$ cat config.mk
export PLATFORM = sky130hd
export DESIGN_NAME = evt_stream_tcdm_writer
export DESIGN_NICKNAME = d
export VERILOG_FILES = /design/src/rtl/evt_stream_tcdm_writer.sv
export SDC_FILE = /design/constraint.sdc
export NUM_CORES = 1
export LEC_CHECK = 0
export ABC_AREA = 0
export CORE_MARGIN = 2
export CORE_UTILIZATION = 30
export DETAILED_ROUTE_END_ITERATION = 12
export RECOVER_POWER = 50
export REMOVE_ABC_BUFFERS = 1
export SLEW_MARGIN = 20
export SYNTH_ARGS = -nofsm -noshare
export SYNTH_HDL_FRONTEND = slang
export SYNTH_SLANG_ARGS = --single-unit
$ cat constraint.sdc
create_clock -name clk_i -period 6.9 [get_ports clk_i]
set_clock_uncertainty 0.1 [all_clocks]
set_input_delay 0.69 -clock clk_i [delete_from_list [all_inputs] [get_ports clk_i]]
set_output_delay 0.69 -clock clk_i [all_outputs]
set_load 0.01 [all_outputs]
$ cat src/rtl/evt_stream_tcdm_writer.sv
// Event stream to TCDM writer: buffers output spikes and stores one event per 32-bit word.
// Optional macro SNE_EVT_WRITER_DROP_EN: never backpressure in RUN/FULL, count discarded events.
module evt_stream_tcdm_writer #(
    parameter int EVT_WIDTH  = 32,
    parameter int FIFO_DEPTH = 4,
    parameter int CNT_WIDTH  = 16
) (
    input  logic                 clk_i,
    input  logic                 rst_i,
    input  logic                 cfg_enable_i,
    input  logic                 cfg_circular_i,
    input  logic [31:0]          cfg_base_addr_i,
    input  logic [CNT_WIDTH-1:0] cfg_len_i,
    input  logic [CNT_WIDTH-1:0] cfg_irq_thr_i,
    input  logic                 irq_clr_i,
    input  logic                 evt_valid_i,
    output logic                 evt_ready_o,
    input  logic [EVT_WIDTH-1:0] evt_data_i,
    output logic                 tcdm_req_o,
    input  logic                 tcdm_gnt_i,
    output logic [31:0]          tcdm_add_o,
    output logic                 tcdm_wen_o,
    output logic [3:0]           tcdm_be_o,
    output logic [31:0]          tcdm_data_o,
    input  logic                 tcdm_r_valid_i,
    output logic [CNT_WIDTH-1:0] wr_count_o,
    output logic                 wrapped_o,
    output logic                 done_o,
    output logic                 busy_o,
`ifdef SNE_EVT_WRITER_DROP_EN
    output logic [CNT_WIDTH-1:0] drop_count_o,
`endif
    output logic                 irq_o
);

    localparam int AW = $clog2(FIFO_DEPTH);

    localparam logic [1:0] S_IDLE  = 2'd0;
    localparam logic [1:0] S_RUN   = 2'd1;
    localparam logic [1:0] S_FULL  = 2'd2;
    localparam logic [1:0] S_DRAIN = 2'd3;

    logic [1:0]           r_state;
    logic [31:0]          r_base;
    logic [CNT_WIDTH-1:0] r_len;
    logic [CNT_WIDTH-1:0] r_thr;
    logic                 r_circular;
    logic [EVT_WIDTH-1:0] r_mem [FIFO_DEPTH];
    logic [AW:0]          r_wr_ptr;
    logic [AW:0]          r_rd_ptr;
    logic [CNT_WIDTH-1:0] r_ptr;
    logic [1:0]           r_outstanding;
    logic [CNT_WIDTH-1:0] r_wr_count;
    logic                 r_wrapped;
    logic                 r_done;
    logic                 r_irq;

    logic w_fifo_empty;
    logic w_fifo_full;
    logic w_lin_full;
    logic w_start;
    logic w_push;
    logic w_pop;
    logic w_rsp;

    assign w_fifo_empty = (r_wr_ptr == r_rd_ptr);
    assign w_fifo_full  = (r_wr_ptr[AW] != r_rd_ptr[AW]) &&
                          (r_wr_ptr[AW-1:0] == r_rd_ptr[AW-1:0]);
    assign w_lin_full   = !r_circular && (r_ptr == r_len);
    assign w_start      = (r_state == S_IDLE) && cfg_enable_i;

`ifdef SNE_EVT_WRITER_DROP_EN
    assign evt_ready_o = (r_state == S_RUN) || (r_state == S_FULL);
    assign w_push      = evt_valid_i && (r_state == S_RUN) && !w_fifo_full;
`else
    assign evt_ready_o = (r_state == S_RUN) && !w_fifo_full;
    assign w_push      = evt_valid_i && evt_ready_o;
`endif

    assign tcdm_req_o  = !w_fifo_empty && ((r_state == S_RUN) || (r_state == S_DRAIN)) &&
                         (r_outstanding < 2'd2) && !w_lin_full;
    assign w_pop       = tcdm_req_o && tcdm_gnt_i;
    // Responses with nothing outstanding belong to a transfer abandoned by reset.
    assign w_rsp       = tcdm_r_valid_i && (r_outstanding != 2'd0);

    assign tcdm_add_o  = r_base + (32'(r_ptr) << 2);
    assign tcdm_data_o = w_fifo_empty ? '0 : r_mem[r_rd_ptr[AW-1:0]];
    assign tcdm_wen_o  = 1'b0;
    assign tcdm_be_o   = 4'hF;
    assign wr_count_o  = r_wr_count;
    assign wrapped_o   = r_wrapped;
    assign done_o      = r_done;
    assign busy_o      = (r_state != S_IDLE);
    assign irq_o       = r_irq;

    // A drain that stops on a full linear buffer may leave a stale event behind.
    always_ff @(posedge clk_i) begin
        if (rst_i) begin
            r_state    <= S_IDLE;
            r_base     <= '0;
            r_len      <= '0;
            r_thr      <= '0;
            r_circular <= 1'b0;
            r_done     <= 1'b0;
        end else begin
            case (r_state)
                S_IDLE: begin
                    if (cfg_enable_i) begin
                        r_base     <= cfg_base_addr_i;
                        r_len      <= (cfg_len_i == '0) ? CNT_WIDTH'(1) : cfg_len_i;
                        r_thr      <= cfg_irq_thr_i;
                        r_circular <= cfg_circular_i;
                        r_done     <= 1'b0;
                        r_state    <= S_RUN;
                    end
                end
                S_RUN: begin
                    if (!cfg_enable_i)   r_state <= S_DRAIN;
                    else if (w_lin_full) r_state <= S_FULL;
                end
                S_FULL: begin
                    if (r_outstanding == 2'd0) r_done <= 1'b1;
                    if (!cfg_enable_i)         r_state <= S_IDLE;
                end
                default: begin
                    if ((w_fifo_empty || w_lin_full) && (r_outstanding == 2'd0)) begin
                        r_done  <= 1'b1;
                        r_state <= S_IDLE;
                    end
                end
            endcase
        end
    end

    always_ff @(posedge clk_i) begin
        if (rst_i || w_start) begin
            r_wr_ptr <= '0;
            r_rd_ptr <= '0;
        end else begin
            if (w_push) begin
                r_mem[r_wr_ptr[AW-1:0]] <= evt_data_i;
                r_wr_ptr                <= r_wr_ptr + (AW+1)'(1);
            end
            if (w_pop) r_rd_ptr <= r_rd_ptr + (AW+1)'(1);
        end
    end

    always_ff @(posedge clk_i) begin
        if (rst_i || w_start) begin
            r_ptr     <= '0;
            r_wrapped <= 1'b0;
        end else if (w_pop) begin
            if (r_circular && (r_ptr == r_len - CNT_WIDTH'(1))) begin
                r_ptr     <= '0;
                r_wrapped <= 1'b1;
            end else begin
                r_ptr <= r_ptr + CNT_WIDTH'(1);
            end
        end
    end

    always_ff @(posedge clk_i) begin
        if (rst_i) begin
            r_outstanding <= 2'd0;
        end else if (w_pop && !w_rsp) begin
            r_outstanding <= r_outstanding + 2'd1;
        end else if (!w_pop && w_rsp) begin
            r_outstanding <= r_outstanding - 2'd1;
        end
    end

    // The interrupt compares the registered count, so a clear that collides with a grant re-arms one cycle later.
    always_ff @(posedge clk_i) begin
        if (rst_i || w_start) begin
            r_wr_count <= '0;
            r_irq      <= 1'b0;
        end else if (irq_clr_i) begin
            r_wr_count <= w_pop ? CNT_WIDTH'(1) : '0;
            r_irq      <= 1'b0;
        end else begin
            if (w_pop && (r_wr_count != '1)) r_wr_count <= r_wr_count + CNT_WIDTH'(1);
            if ((r_thr != '0) && (r_wr_count >= r_thr)) r_irq <= 1'b1;
        end
    end

`ifdef SNE_EVT_WRITER_DROP_EN
    logic [CNT_WIDTH-1:0] r_drop_count;

    always_ff @(posedge clk_i) begin
        if (rst_i || w_start) begin
            r_drop_count <= '0;
        end else if (evt_valid_i && evt_ready_o && !w_push && (r_drop_count != '1)) begin
            r_drop_count <= r_drop_count + CNT_WIDTH'(1);
        end
    end

    assign drop_count_o = r_drop_count;
`endif

endmodule

==> out/metrics.cfg <==
[outcome]
status=complete, but fails checks
violations=capacitance limit, slew limit

[layout]
fin_util=0.391
drive_gt1_frac=0.0855
layout.nets=1366
fin_area_um2=14700
area_growth_pct=28.4

[drt]
dr.pass1.iters=4
ant_nets=0
routed_wl_um=28900
drt-initial-drc-count=391
wl_per_cell_um=16.5
num_vias=8381
drc=0
vias_per_cell=4.78

[logic_synthesis]
synthArstFlopShare=0
ys_seq_area_frac=0.530
ys_types=68
syn-mean-instance-area_um2=11.0
syn-cell-area_um2=11500
synth_cells=1042
synth-edff-count=128
synth.ff_latch_count=240
yosysWarnings=0
synthFlopType=edfxtp_1

[cts]
clk_latency_ns=0.53
cts.path.max_buffers=3
cts_setup_buffers=0
clock-sinks=240
post_cts_resized=0
cts_tree=done
htreeDepth=1
cts.clk_slew.worst_paths_ns=0.06
cts_buffers=26
clock-root-buffer=clkbuf_16
ctsHoldBuffers=0

[setup_path]
worst_setup_path_start_kind=primary input
critPathKind=in -> reg
r2r_start=r_state[1]
reg2reg_slack_ns=2.24
required_ns=6.95
cp-end-kind=register
worstReg2RegEnd=r_mem[1][26]
crit_fanout=52
cp.arrival_ns=5.08
reg2reg_depth=8

[sta]
setup_viol=0
setup_tns_ns=0
whs_ns=0.353
rsz0062_at_grt=false
postLayoutSetupSlackWorst_ns=1.87
relSlewSlack=-0.635
period_share=0.729
hold_viol_final=0
tightest_slew_ns=2.45
drv_slew=107
fin_crit_ns=5.03
clock.fmax_mhz=199

[floorplanning]
die_w_um=200
core-area_um2=37700
io_pins=195
rows=71
die_h_um=200
start_util=0.305
dieArea_um2=39900

[global_route]
grt_max_degree=60
grt_usage=0.144
antenna_found_initial=1
gr-total-overflow=0
grt_pass1_wl_um=45600
grt_pass1_vias=8414

[power_and_ir_drop]
power.density_nw_per_um2=229
p_leak_uw=0.00512
ir_drop_mv=0.154

[place]
io_buffers=189
pre_cts_ws_ns=2.71
gp_congestion=0.895
post_dp_cell_area_um2=13900
dp_hpwl_um=20200

[job]
cap_viol_max_count=2

[min_path]
hold_path_class=reg -> reg
min_from=r_base[0]
hold_end=r_base[0]
hold_depth=2

## area by class of cell
| type | count | area, um^2 |
|---|---|---|
| multi-input cells | 716 | 5020 |
| repair buffers | 203 | 1980 |
| diodes | 3 | 7.51 |
| clock buffers | 39 | 753 |
| flip-flops and latches | 240 | 6090 |
| clock inverters | 9 | 128 |
| well taps | 511 | 639 |
| fillers | 3729 | 22900 |
| inverters | 33 | 124 |
## metrics by stage
stage,total power [uW],instances
2_1_floorplan,1810,989
3_3_place_gp,1990,1703
3_5_place_dp,2000,1703
4_1_cts,3430,1751
5_1_grt,3520,1751
6_report,3380,1754
## cells in the mapped netlist, drive strengths merged, types with 10 or more instances
master | number | share of area
a21oi | 79 | 0.034
a22o | 12 | 0.0093
and2 | 11 | 0.0060
and3 | 13 | 0.0071
buf | 21 | 0.012
clkbuf | 35 | 0.011
dfxtp | 112 | 0.20
edfxtp | 128 | 0.33
ha | 41 | 0.045
inv | 33 | 0.011
mux4 | 32 | 0.063
nand2 | 140 | 0.046
nand2b | 10 | 0.0054
nand3 | 25 | 0.011
nand4 | 10 | 0.0054
nor2 | 48 | 0.016
nor2b | 40 | 0.022
nor3 | 27 | 0.014
nor4 | 15 | 0.0087
o211ai | 11 | 0.0072
o21ai | 27 | 0.012
or3 | 10 | 0.0054
or4 | 13 | 0.0095
xnor2 | 46 | 0.035
xor2 | 20 | 0.015
## cell families (layout without fill, tap and decap cells)
logic type      count (synthesis)  count (layout)  share of synthesized area
compound gates                181             181                      0.101
xor+xnor                       66              66                     0.0503
fa+ha+maj                      42              42                     0.0464
buf+inv                        89             284                     0.0341
flops                         240             240                      0.530
mux                            35              35                     0.0655
other cells                     2               8                   0.000654
simple gates                  387             387                      0.172
## worst max path at each step
| stage | start | to | slack (ns) | depth (start not counted) |
|---|---|---|---|---|
| 2_1_floorplan | cfg_enable_i | r_mem[0][0] | 2.91 | 5 |
| 3_5_place_dp | r_ptr[0] | tcdm_add_o[26] | 2.71 | 11 |
| 4_1_cts | r_ptr[0] | tcdm_add_o[18] | 2.13 | 11 |
| 3_3_place_gp | r_ptr[0] | tcdm_add_o[18] | 2.81 | 11 |
| 6_report | cfg_enable_i | r_mem[1][26] | 1.87 | 9 |
| 5_1_grt | cfg_enable_i | r_mem[0][25] | 1.42 | 9 |
## worst max-delay path, stage by stage
cell and delay (ns):
dlygate4sd3_1 0.56, nor2b_1 0.18, nand2_2 0.08, clkbuf_1 1.65, nand2b_1 0.29, clkbuf_1 0.61
nor2_1 0.35, and2_1 0.16, buf_4 0.42
## layout by cell type (no fill, tap or decap), drive strengths merged, types with 11 or more instances in the layout
| cell | synthesis | routed |
|---|---|---|
| a21oi | 79 | 79 |
| a22o | 12 | 12 |
| and2 | 11 | 11 |
| and3 | 13 | 13 |
| buf | 21 | 12 |
| clkbuf | 35 | 42 |
| clkdlybuf4s50 | 0 | 132 |
| dfxtp | 112 | 112 |
| dlygate4sd3 | 0 | 56 |
| edfxtp | 128 | 128 |
| ha | 41 | 41 |
| inv | 33 | 33 |
| mux4 | 32 | 32 |
| nand2 | 140 | 140 |
| nand3 | 25 | 25 |
| nor2 | 48 | 48 |
| nor2b | 40 | 40 |
| nor3 | 27 | 27 |
| nor4 | 15 | 15 |
| o211ai | 11 | 11 |
| o21ai | 27 | 27 |
| or4 | 13 | 13 |
| xnor2 | 46 | 46 |
| xor2 | 20 | 20 |
## report_power, final
part | switching (uW) | internal, uW
combinational | 190 | 186
sequential | 40.2 | 1540
clock | 553 | 865
total | 784 | 2590
## routing by layer
metal  up-vias  routed length, um  share of wire  GRT usage
met2       232              13100           0.45      0.233
li1       4132                  -              -          -
met4         0                617          0.021     0.0384
met5         -                  0              0          0
met1      3980              13000           0.45      0.191
met3        37               2090          0.072     0.0346
## flip-flops by register name, summed over array words and instances (netlist names), named ones only
name           cells
r_mem            128
r_base            32
r_len             16
r_ptr             16
r_thr             16
wr_count_o        16
r_rd_ptr           3
r_wr_ptr           3
r_outstanding      2
r_state            2
done_o             1
irq_o              1
r_circular         1
wrapped_o          1
(Power assumes the default switching activity.)
